===== config.mk =====
export PLATFORM = sky130hd
export DESIGN_NAME = countdown_actuator_timer_flat
export DESIGN_NICKNAME = d
export VERILOG_FILES = /design/src/rtl/cat_pkg.sv /design/src/rtl/countdown_actuator_timer_if.sv /design/src/rtl/tick_prescaler.sv /design/src/rtl/countdown_actuator_timer.sv /design/src/flat_wrapper.sv
export SDC_FILE = /design/constraint.sdc
export NUM_CORES = 1
export LEC_CHECK = 0
export CAP_MARGIN = 20
export CELL_PAD_IN_SITES_DETAIL_PLACEMENT = 1
export CELL_PAD_IN_SITES_GLOBAL_PLACEMENT = 2
export CORE_ASPECT_RATIO = 1.25
export CORE_MARGIN = 1
export CORE_UTILIZATION = 32
export CTS_CLUSTER_DIAMETER = 150
export DETAILED_ROUTE_END_ITERATION = 10
export PLACE_DENSITY = 0.83
export SETUP_SLACK_MARGIN = 0.02
export SYNTH_ARGS = -nofsm -noshare
export SYNTH_HDL_FRONTEND = slang
export SYNTH_HIERARCHICAL = 1
export SYNTH_SLANG_ARGS = --single-unit

===== constraint.sdc =====
create_clock -name clk -period 2.7 [get_ports clk]
set_input_delay 0.54 -clock clk [delete_from_list [all_inputs] [get_ports clk]]
set_output_delay 0.54 -clock clk [all_outputs]
set_load 0.05 [all_outputs]

===== src/rtl/cat_pkg.sv =====
// -----------------------------------------------------------------------------
// cat_pkg
// Shared types and default constants for the countdown actuator timer.
//   cat_state_e        : controller state encoding
//   *_DFLT localparams : default tick divider, seconds ceiling, fire length
//                        and blocked-sensor timeout
// -----------------------------------------------------------------------------
package cat_pkg;

  typedef enum logic [2:0] {
    IDLE  = 3'd0,
    LOAD  = 3'd1,
    RUN   = 3'd2,
    FIRE  = 3'd3,
    FAULT = 3'd4
  } cat_state_e;

  localparam int TICK_DIV_DFLT      = 50;
  localparam int SEC_MAX_DFLT       = 59;
  localparam int FIRE_CYCLES_DFLT   = 512;
  localparam int BLOCK_TIMEOUT_DFLT = 1024;

endpackage


===== src/rtl/countdown_actuator_timer_if.sv =====
// -----------------------------------------------------------------------------
// countdown_actuator_timer_if
// Bundles the user/set path and the display/motor path of the timer.
//   master : drives set_time, set_sec, set_min, auto_reload, pause, sensor,
//            fault_clr; observes count_sec, count_min, actuator_en, expired,
//            fault
//   slave  : the timer itself (mirror directions)
// -----------------------------------------------------------------------------
interface countdown_actuator_timer_if #(
  parameter int SEC_W = 6,
  parameter int MIN_W = 6
);

  logic             set_time;
  logic [SEC_W-1:0] set_sec;
  logic [MIN_W-1:0] set_min;
  logic             auto_reload;
  logic             pause;
  logic             sensor;
  logic             fault_clr;
  logic [SEC_W-1:0] count_sec;
  logic [MIN_W-1:0] count_min;
  logic             actuator_en;
  logic             expired;
  logic             fault;

  modport master (
    output set_time, set_sec, set_min, auto_reload, pause, sensor, fault_clr,
    input  count_sec, count_min, actuator_en, expired, fault
  );

  modport slave (
    input  set_time, set_sec, set_min, auto_reload, pause, sensor, fault_clr,
    output count_sec, count_min, actuator_en, expired, fault
  );

endinterface


===== src/rtl/tick_prescaler.sv =====
// -----------------------------------------------------------------------------
// tick_prescaler
// Divides enabled clock cycles down to a one-second tick.
//   clk, rst_n : clock, asynchronous active-low reset
//   en         : count this cycle
//   clr        : return to phase 0 (wins over en)
//   tick       : one-cycle pulse on every DIV-th enabled cycle
// -----------------------------------------------------------------------------
module tick_prescaler #(
  parameter int DIV = 50
) (
  input  logic clk,
  input  logic rst_n,
  input  logic en,
  input  logic clr,
  output logic tick
);

  localparam int          CNT_W = (DIV > 1) ? $clog2(DIV) : 1;
  localparam logic [CNT_W-1:0] LAST = CNT_W'(DIV - 1);

  logic [CNT_W-1:0] cnt_q;

  assign tick = en && !clr && (cnt_q == LAST);

  // Phase counter: wraps to zero on the terminal cycle, holds while disabled.
  always_ff @(posedge clk or negedge rst_n) begin
    if (!rst_n) begin
      cnt_q <= '0;
    end else if (clr) begin
      cnt_q <= '0;
    end else if (en) begin
      cnt_q <= (cnt_q == LAST) ? '0 : cnt_q + CNT_W'(1);
    end else begin
      cnt_q <= cnt_q;
    end
  end

endmodule


===== src/rtl/countdown_actuator_timer.sv =====
// -----------------------------------------------------------------------------
// countdown_actuator_timer
// min:sec countdown that drives an actuator for FIRE_CYCLES cycles on expiry,
// with pause, one-shot/auto-reload and a blocked-sensor fault.
//   clk, rst_n : clock, asynchronous active-low reset
//   bus        : slave side of countdown_actuator_timer_if (set inputs, mode
//                controls, sensor, fault clear; counts, actuator_en,
//                expired strobe, fault flag)
// -----------------------------------------------------------------------------
module countdown_actuator_timer
  import cat_pkg::*;
#(
  parameter int TICK_DIV      = TICK_DIV_DFLT,
  parameter int SEC_W         = 6,
  parameter int MIN_W         = 6,
  parameter int SEC_MAX       = SEC_MAX_DFLT,
  parameter int FIRE_CYCLES   = FIRE_CYCLES_DFLT,
  parameter int BLOCK_TIMEOUT = BLOCK_TIMEOUT_DFLT
) (
  input logic                       clk,
  input logic                       rst_n,
  countdown_actuator_timer_if.slave bus
);

  localparam int FIRE_W = (FIRE_CYCLES > 1) ? $clog2(FIRE_CYCLES) : 1;
  localparam int BLK_W  = (BLOCK_TIMEOUT > 1) ? $clog2(BLOCK_TIMEOUT) : 1;
  localparam logic [SEC_W-1:0]  SEC_MAX_V = SEC_W'(SEC_MAX);
  localparam logic [FIRE_W-1:0] FIRE_LAST = FIRE_W'(FIRE_CYCLES - 1);
  localparam logic [BLK_W-1:0]  BLK_LAST  = BLK_W'(BLOCK_TIMEOUT - 1);

  cat_state_e       state_q;
  logic [SEC_W-1:0] sec_q, pre_sec_q;
  logic [MIN_W-1:0] min_q, pre_min_q;
  logic [FIRE_W-1:0] fire_cnt_q;
  logic [BLK_W-1:0]  blk_cnt_q;
  logic             expired_q;
  logic             fault_q;

  logic [SEC_W-1:0] load_sec_d, tick_sec_d;
  logic [MIN_W-1:0] load_min_d, tick_min_d;
  logic             load_nz;
  logic             tick_expires;
  logic             set_forces_load;
  logic             presc_en, presc_clr, tick;

  // set_time overrides every state except FAULT.
  assign set_forces_load = bus.set_time && (state_q != FAULT);

  // The prescaler only runs in RUN; anywhere else it sits at phase 0 so a
  // fresh RUN entry always waits a full second before the first tick.
  assign presc_en  = (state_q == RUN) && !bus.pause;
  assign presc_clr = (state_q != RUN) || bus.set_time;

  tick_prescaler #(.DIV(TICK_DIV)) u_presc (
    .clk   (clk),
    .rst_n (rst_n),
    .en    (presc_en),
    .clr   (presc_clr),
    .tick  (tick)
  );

  // Preset capture values and the count after one tick (borrow on 0 sec).
  always_comb begin
    load_sec_d = (bus.set_sec > SEC_MAX_V) ? SEC_MAX_V : bus.set_sec;
    load_min_d = bus.set_min;
    load_nz    = (load_sec_d != '0) || (load_min_d != '0);
    tick_sec_d = sec_q;
    tick_min_d = min_q;
    if (sec_q != '0) begin
      tick_sec_d = sec_q - SEC_W'(1);
    end else if (min_q != '0) begin
      tick_sec_d = SEC_MAX_V;
      tick_min_d = min_q - MIN_W'(1);
    end else begin
      tick_sec_d = sec_q;
      tick_min_d = min_q;
    end
    // Only a tick that actually moves the count onto 0:00 expires.
    tick_expires = (tick_sec_d == '0) && (tick_min_d == '0) &&
                   ((sec_q != '0) || (min_q != '0));
  end

  // Controller FSM with counts, fire/block counters and registered flags.
  always_ff @(posedge clk or negedge rst_n) begin
    if (!rst_n) begin
      state_q    <= IDLE;
      sec_q      <= '0;
      min_q      <= '0;
      pre_sec_q  <= '0;
      pre_min_q  <= '0;
      fire_cnt_q <= '0;
      blk_cnt_q  <= '0;
      expired_q  <= 1'b0;
      fault_q    <= 1'b0;
    end else begin
      expired_q <= 1'b0;
      fault_q   <= 1'b0;
      if (set_forces_load && (state_q != LOAD)) begin
        state_q    <= LOAD;
        fire_cnt_q <= '0;
        blk_cnt_q  <= '0;
      end else begin
        case (state_q)
          IDLE: begin
            state_q <= IDLE;
          end
          LOAD: begin
            sec_q     <= load_sec_d;
            min_q     <= load_min_d;
            pre_sec_q <= load_sec_d;
            pre_min_q <= load_min_d;
            if (bus.set_time) begin
              state_q <= LOAD;
            end else begin
              state_q <= load_nz ? RUN : IDLE;
            end
          end
          RUN: begin
            if (tick) begin
              sec_q <= tick_sec_d;
              min_q <= tick_min_d;
              if (tick_expires) begin
                expired_q  <= 1'b1;
                state_q    <= FIRE;
                fire_cnt_q <= '0;
                blk_cnt_q  <= '0;
              end
            end
          end
          FIRE: begin
            if (!bus.sensor) begin
              blk_cnt_q <= '0;
              if (fire_cnt_q == FIRE_LAST) begin
                fire_cnt_q <= '0;
                if (bus.auto_reload) begin
                  state_q <= RUN;
                  sec_q   <= pre_sec_q;
                  min_q   <= pre_min_q;
                end else begin
                  state_q <= IDLE;
                  sec_q   <= '0;
                  min_q   <= '0;
                end
              end else begin
                fire_cnt_q <= fire_cnt_q + FIRE_W'(1);
              end
            end else if (blk_cnt_q == BLK_LAST) begin
              blk_cnt_q <= '0;
              state_q   <= FAULT;
              fault_q   <= 1'b1;
            end else begin
              blk_cnt_q <= blk_cnt_q + BLK_W'(1);
            end
          end
          FAULT: begin
            if (bus.fault_clr) begin
              state_q <= IDLE;
              sec_q   <= '0;
              min_q   <= '0;
            end else begin
              fault_q <= 1'b1;
            end
          end
          default: begin
            state_q <= IDLE;
          end
        endcase
      end
    end
  end

  // Actuator drops in the same cycle the sensor reports an obstruction.
  assign bus.actuator_en = (state_q == FIRE) && !bus.sensor;
  assign bus.count_sec   = sec_q;
  assign bus.count_min   = min_q;
  assign bus.expired     = expired_q;
  assign bus.fault       = fault_q;

endmodule


===== src/flat_wrapper.sv =====
// flat-port wrapper written by rule: the top's interface ports become plain ports
module countdown_actuator_timer_flat import cat_pkg::*;
#(
  parameter int TICK_DIV      = TICK_DIV_DFLT,
  parameter int SEC_W         = 6,
  parameter int MIN_W         = 6,
  parameter int SEC_MAX       = SEC_MAX_DFLT,
  parameter int FIRE_CYCLES   = FIRE_CYCLES_DFLT,
  parameter int BLOCK_TIMEOUT = BLOCK_TIMEOUT_DFLT
)
  (clk, rst_n, bus_set_time, bus_set_sec, bus_set_min, bus_auto_reload, bus_pause, bus_sensor, bus_fault_clr, bus_count_sec, bus_count_min, bus_actuator_en, bus_expired, bus_fault);
  countdown_actuator_timer_if #(.SEC_W(SEC_W), .MIN_W(MIN_W)) bus_i ();
  input logic clk;
  input logic rst_n;
  input wire logic [$bits(bus_i.set_time)-1:0] bus_set_time;
  input wire logic [$bits(bus_i.set_sec)-1:0] bus_set_sec;
  input wire logic [$bits(bus_i.set_min)-1:0] bus_set_min;
  input wire logic [$bits(bus_i.auto_reload)-1:0] bus_auto_reload;
  input wire logic [$bits(bus_i.pause)-1:0] bus_pause;
  input wire logic [$bits(bus_i.sensor)-1:0] bus_sensor;
  input wire logic [$bits(bus_i.fault_clr)-1:0] bus_fault_clr;
  output wire logic [$bits(bus_i.count_sec)-1:0] bus_count_sec;
  output wire logic [$bits(bus_i.count_min)-1:0] bus_count_min;
  output wire logic [$bits(bus_i.actuator_en)-1:0] bus_actuator_en;
  output wire logic [$bits(bus_i.expired)-1:0] bus_expired;
  output wire logic [$bits(bus_i.fault)-1:0] bus_fault;
  assign bus_i.set_time = bus_set_time;
  assign bus_i.set_sec = bus_set_sec;
  assign bus_i.set_min = bus_set_min;
  assign bus_i.auto_reload = bus_auto_reload;
  assign bus_i.pause = bus_pause;
  assign bus_i.sensor = bus_sensor;
  assign bus_i.fault_clr = bus_fault_clr;
  assign bus_count_sec = bus_i.count_sec;
  assign bus_count_min = bus_i.count_min;
  assign bus_actuator_en = bus_i.actuator_en;
  assign bus_expired = bus_i.expired;
  assign bus_fault = bus_i.fault;
  countdown_actuator_timer #(.TICK_DIV(TICK_DIV), .SEC_W(SEC_W), .MIN_W(MIN_W), .SEC_MAX(SEC_MAX), .FIRE_CYCLES(FIRE_CYCLES), .BLOCK_TIMEOUT(BLOCK_TIMEOUT)) u_core (.clk(clk), .rst_n(rst_n), .bus(bus_i));
endmodule

==> run summary <==
run status - completed
Die Area - 0.01045 mm²
GRT met2 Usage - 37.99%
unrepaired setup endpoints after global routing - true
Post-synth EDFFs - 0
Clock Tree Root - clkbuf_16
layout cell share with drive strength beyond 1 - 25.81%
Yosys top cell area share - 42.06%
Num Clock Sinks - 54
vias in the first global route - 3277
Final ANT Viol Nets - 0
core footprint - 0.009709 mm²
CTS tree - done
drt wl/cell - 17.91 µm
share of flip-flops with an asynchronous set or reset - 100.0%
TritonRoute pass-1 iters - 4
Sum Neg Setup Slack - 0 ns
count leader, synth - dfrtp_1
# rows - 40
Leak Pwr - 1.827 nW
Crit Path Max Fanout - 8
met3 track demand over resource - 2.333%
Max Cap Viol - 0
Area contributors post-synth - dfrtp_1 42%, o21ai_0 4.4%, a21oi_1 4.0%, mux2_2 3.5%, nor2_1 3.5%
Worst-Skew Late Latency - 0.30 ns
cell area after placement - 0.004055 mm²
via count - 3099
required time of the worst setup path - 2.88 ns
DR iter-0 viols - 95
GRT Util Overall - 19.84%
GP Congestion - 0.8114
Synth Flop Type - dfrtp_1
DRC - 0
clock slew at reported path FFs - 0.08 ns
# setup viols final - 0
clk buf depth - 2
# fillers - 1133
Clock Skews - 0.01052 ns
Mapped Cells - 348
Synth Register Bits - 54
met1 GRT Util - 22.86%
endpoints failing hold - 0
CP endpoint kind - register
final critical-path required period - 2.687 ns
DP HPWL - 7521 µm
Die Width - 91.63 µm
Avg Cell Area, Syn - 9.233 µm²
register area share after synthesis - 42.06%
net count after synthesis - 374
antenna diode count - 0
Worst-Margin Slew - 0.6969 ns
kind of critical path - register to register
Tot Pwr - 3.353 mW
first-pass GRT wire length - 16410 µm
Max Freq - 372.2 MHz
total CTS buffers - 5
maximum number of pins on one net before global-route repair - 22
drt total wl - 9957 µm
Crit-path slowest cell - or4b_4
Initial Util - 33.09%
final count of pins violating max slew - 0
CP max stage delay - 0.58 ns
worst r2r src - u_core/bus.count_min[0]$_DFFE_PN0P_
Final period util - 99.51%
relative slew slack - 53.05%
num ports - 34
CP cell instances - inv_2 -> ha_4 -> nand2b_4 -> or4_4 -> o31a_1 -> or4b_4 -> a21o_4 -> a221o_1
WP data arrival - 2.87 ns
Netlist Area Pre-Place - 0.003213 mm²
H-tree depth - 2
via/cell ratio - 5.574
Synth cell types - 66
initial antenna violation count - 0
die height - 114.0 µm
port bufs - 33
worst hold path type - input pin to asynchronous set/reset pin
Synth area leader - dfrtp_1
post-route design area - 0.004318 mm²
nets - 455
Worst VDD drop - 0.0002602 V
Synthesis Warnings - 6
Worst setup startpoint - u_core/bus.count_min[0]$_DFFE_PN0P_
GRT busiest layer - met2
top post-synthesis cells by count - 54 x dfrtp_1, 30 x nor2_1, 29 x nand2_1
area delta synth->final - 34.38%
Worst Setup Start Kind - register
Overflow after GRT - 0
hold_buf cts - 0
power density cells - 776.5 mW/mm²
## worst max-delay path, delay by kind of cell (launching register included)
family,cells,cell delay (ns)
flops,1,0.43
simple gates,3,1.08
buf+inv,1,0.07
compound gates,3,0.85
fa+ha+maj,1,0.14
## cell usage in the layout (no fill, tap or decap), types with 6 or more instances in the layout
cell / count
a31oi_1: 11
buf_4: 50
dfrtp_1: 49
o21ai_0: 27
inv_1: 8
nand4_1: 6
and3_1: 11
nor2_1: 28
nand2_1: 28
a22oi_1: 7
nand2b_1: 6
clkdlybuf4s50_1: 31
a22o_2: 6
a21oi_1: 26
mux2_2: 10
a22o_1: 6
nand3_1: 9
## kinds of logic after synthesis
| kind of cell | count (synthesis) | share of synthesized area (%) |
|---|---|---|
| AOI/OAI and AO/OA | 117 | 24.57 |
| xor gates and xnor gates | 1 | 0.2726 |
| adders and majority gates | 7 | 2.726 |
| buffers and inverters | 23 | 2.959 |
| DFF | 54 | 42.06 |
| muxes | 13 | 4.439 |
| and+or+nand+nor | 133 | 22.98 |
## metal layers
layer	part of all wire, %	wire length [µm]
met5	0	0
met4	1.6	160
met3	2.1	205
met2	55	5438
met1	42	4152
## through the flow
stage | util, % | std cells | setup WS, ns | hold WS (ns)
2_1_floorplan | - | 348 | 0.005770 | 0.2444
3_3_place_gp | 41.77 | 542 | -0.2913 | 0.4671
3_5_place_dp | 41.77 | 542 | -0.4043 | 0.4778
4_1_cts | 43.35 | 551 | 0.02111 | 0.2187
5_1_grt | 44.47 | 556 | -0.03327 | 0.2414
6_report | 44.47 | 556 | 0.01314 | 0.2086
## what timing repair did
item / 4_1_cts / 5_1_grt
gates cloned: 0 / 1
gates resized for setup: 0 / 11
setup buffers: 1 / 4
endpoints found under the setup margin: 10 / 21
pin swaps: 2 / 4
## flip-flops by register name (all words and copies together), names as in the netlist
name,flops
u_core/blk_cnt_q,10
u_core/fire_cnt_q,9
u_core/bus.count_min,6
u_core/bus.count_sec,6
u_core/pre_min_q,6
u_core/pre_sec_q,6
u_core/u_presc/cnt_q,6
u_core/state_q,3
u_core/bus.expired,1
u_core/bus.fault,1
## power by group
group	switching, mW	leakage, nW	internal (mW)
sequential	0.155	0.690	0.964
clock	0.310	0.0698	0.345
combinational	0.888	1.07	0.690
total	1.35	1.83	2.00
## final cells by class
class,count,area [µm²],share of cell area [%]
sequential,54,1358,31.44
timing repair buffer,85,742.0,17.18
clock inverter,3,21.27,0.4926
clock buffer,5,125.1,2.898
tap,126,157.7,3.651
multi-input combinational,271,1869,43.29
inverter,12,45.04,1.043
## path summary, 6_finish.rpt
| check | cells past startpoint | end | slack, ns |
|---|---|---|---|
| min in group clk | 1 | u_core/blk_cnt_q[9]$_DFFE_PN0P_ | 0.48 |
| max in group asynchronous | 2 | u_core/blk_cnt_q[8]$_DFFE_PN0P_ | 1.80 |
| worst min register to register | 1 | u_core/blk_cnt_q[9]$_DFFE_PN0P_ | 0.48 |
| worst max register to register | 8 | u_core/blk_cnt_q[8]$_DFFE_PN0P_ | 0.01 |
| worst max-delay path | 8 | u_core/blk_cnt_q[8]$_DFFE_PN0P_ | 0.01 |
| worst min-delay path | 1 | u_core/blk_cnt_q[0]$_DFFE_PN0P_ | 0.21 |
Power figures use the tool's default switching activity.
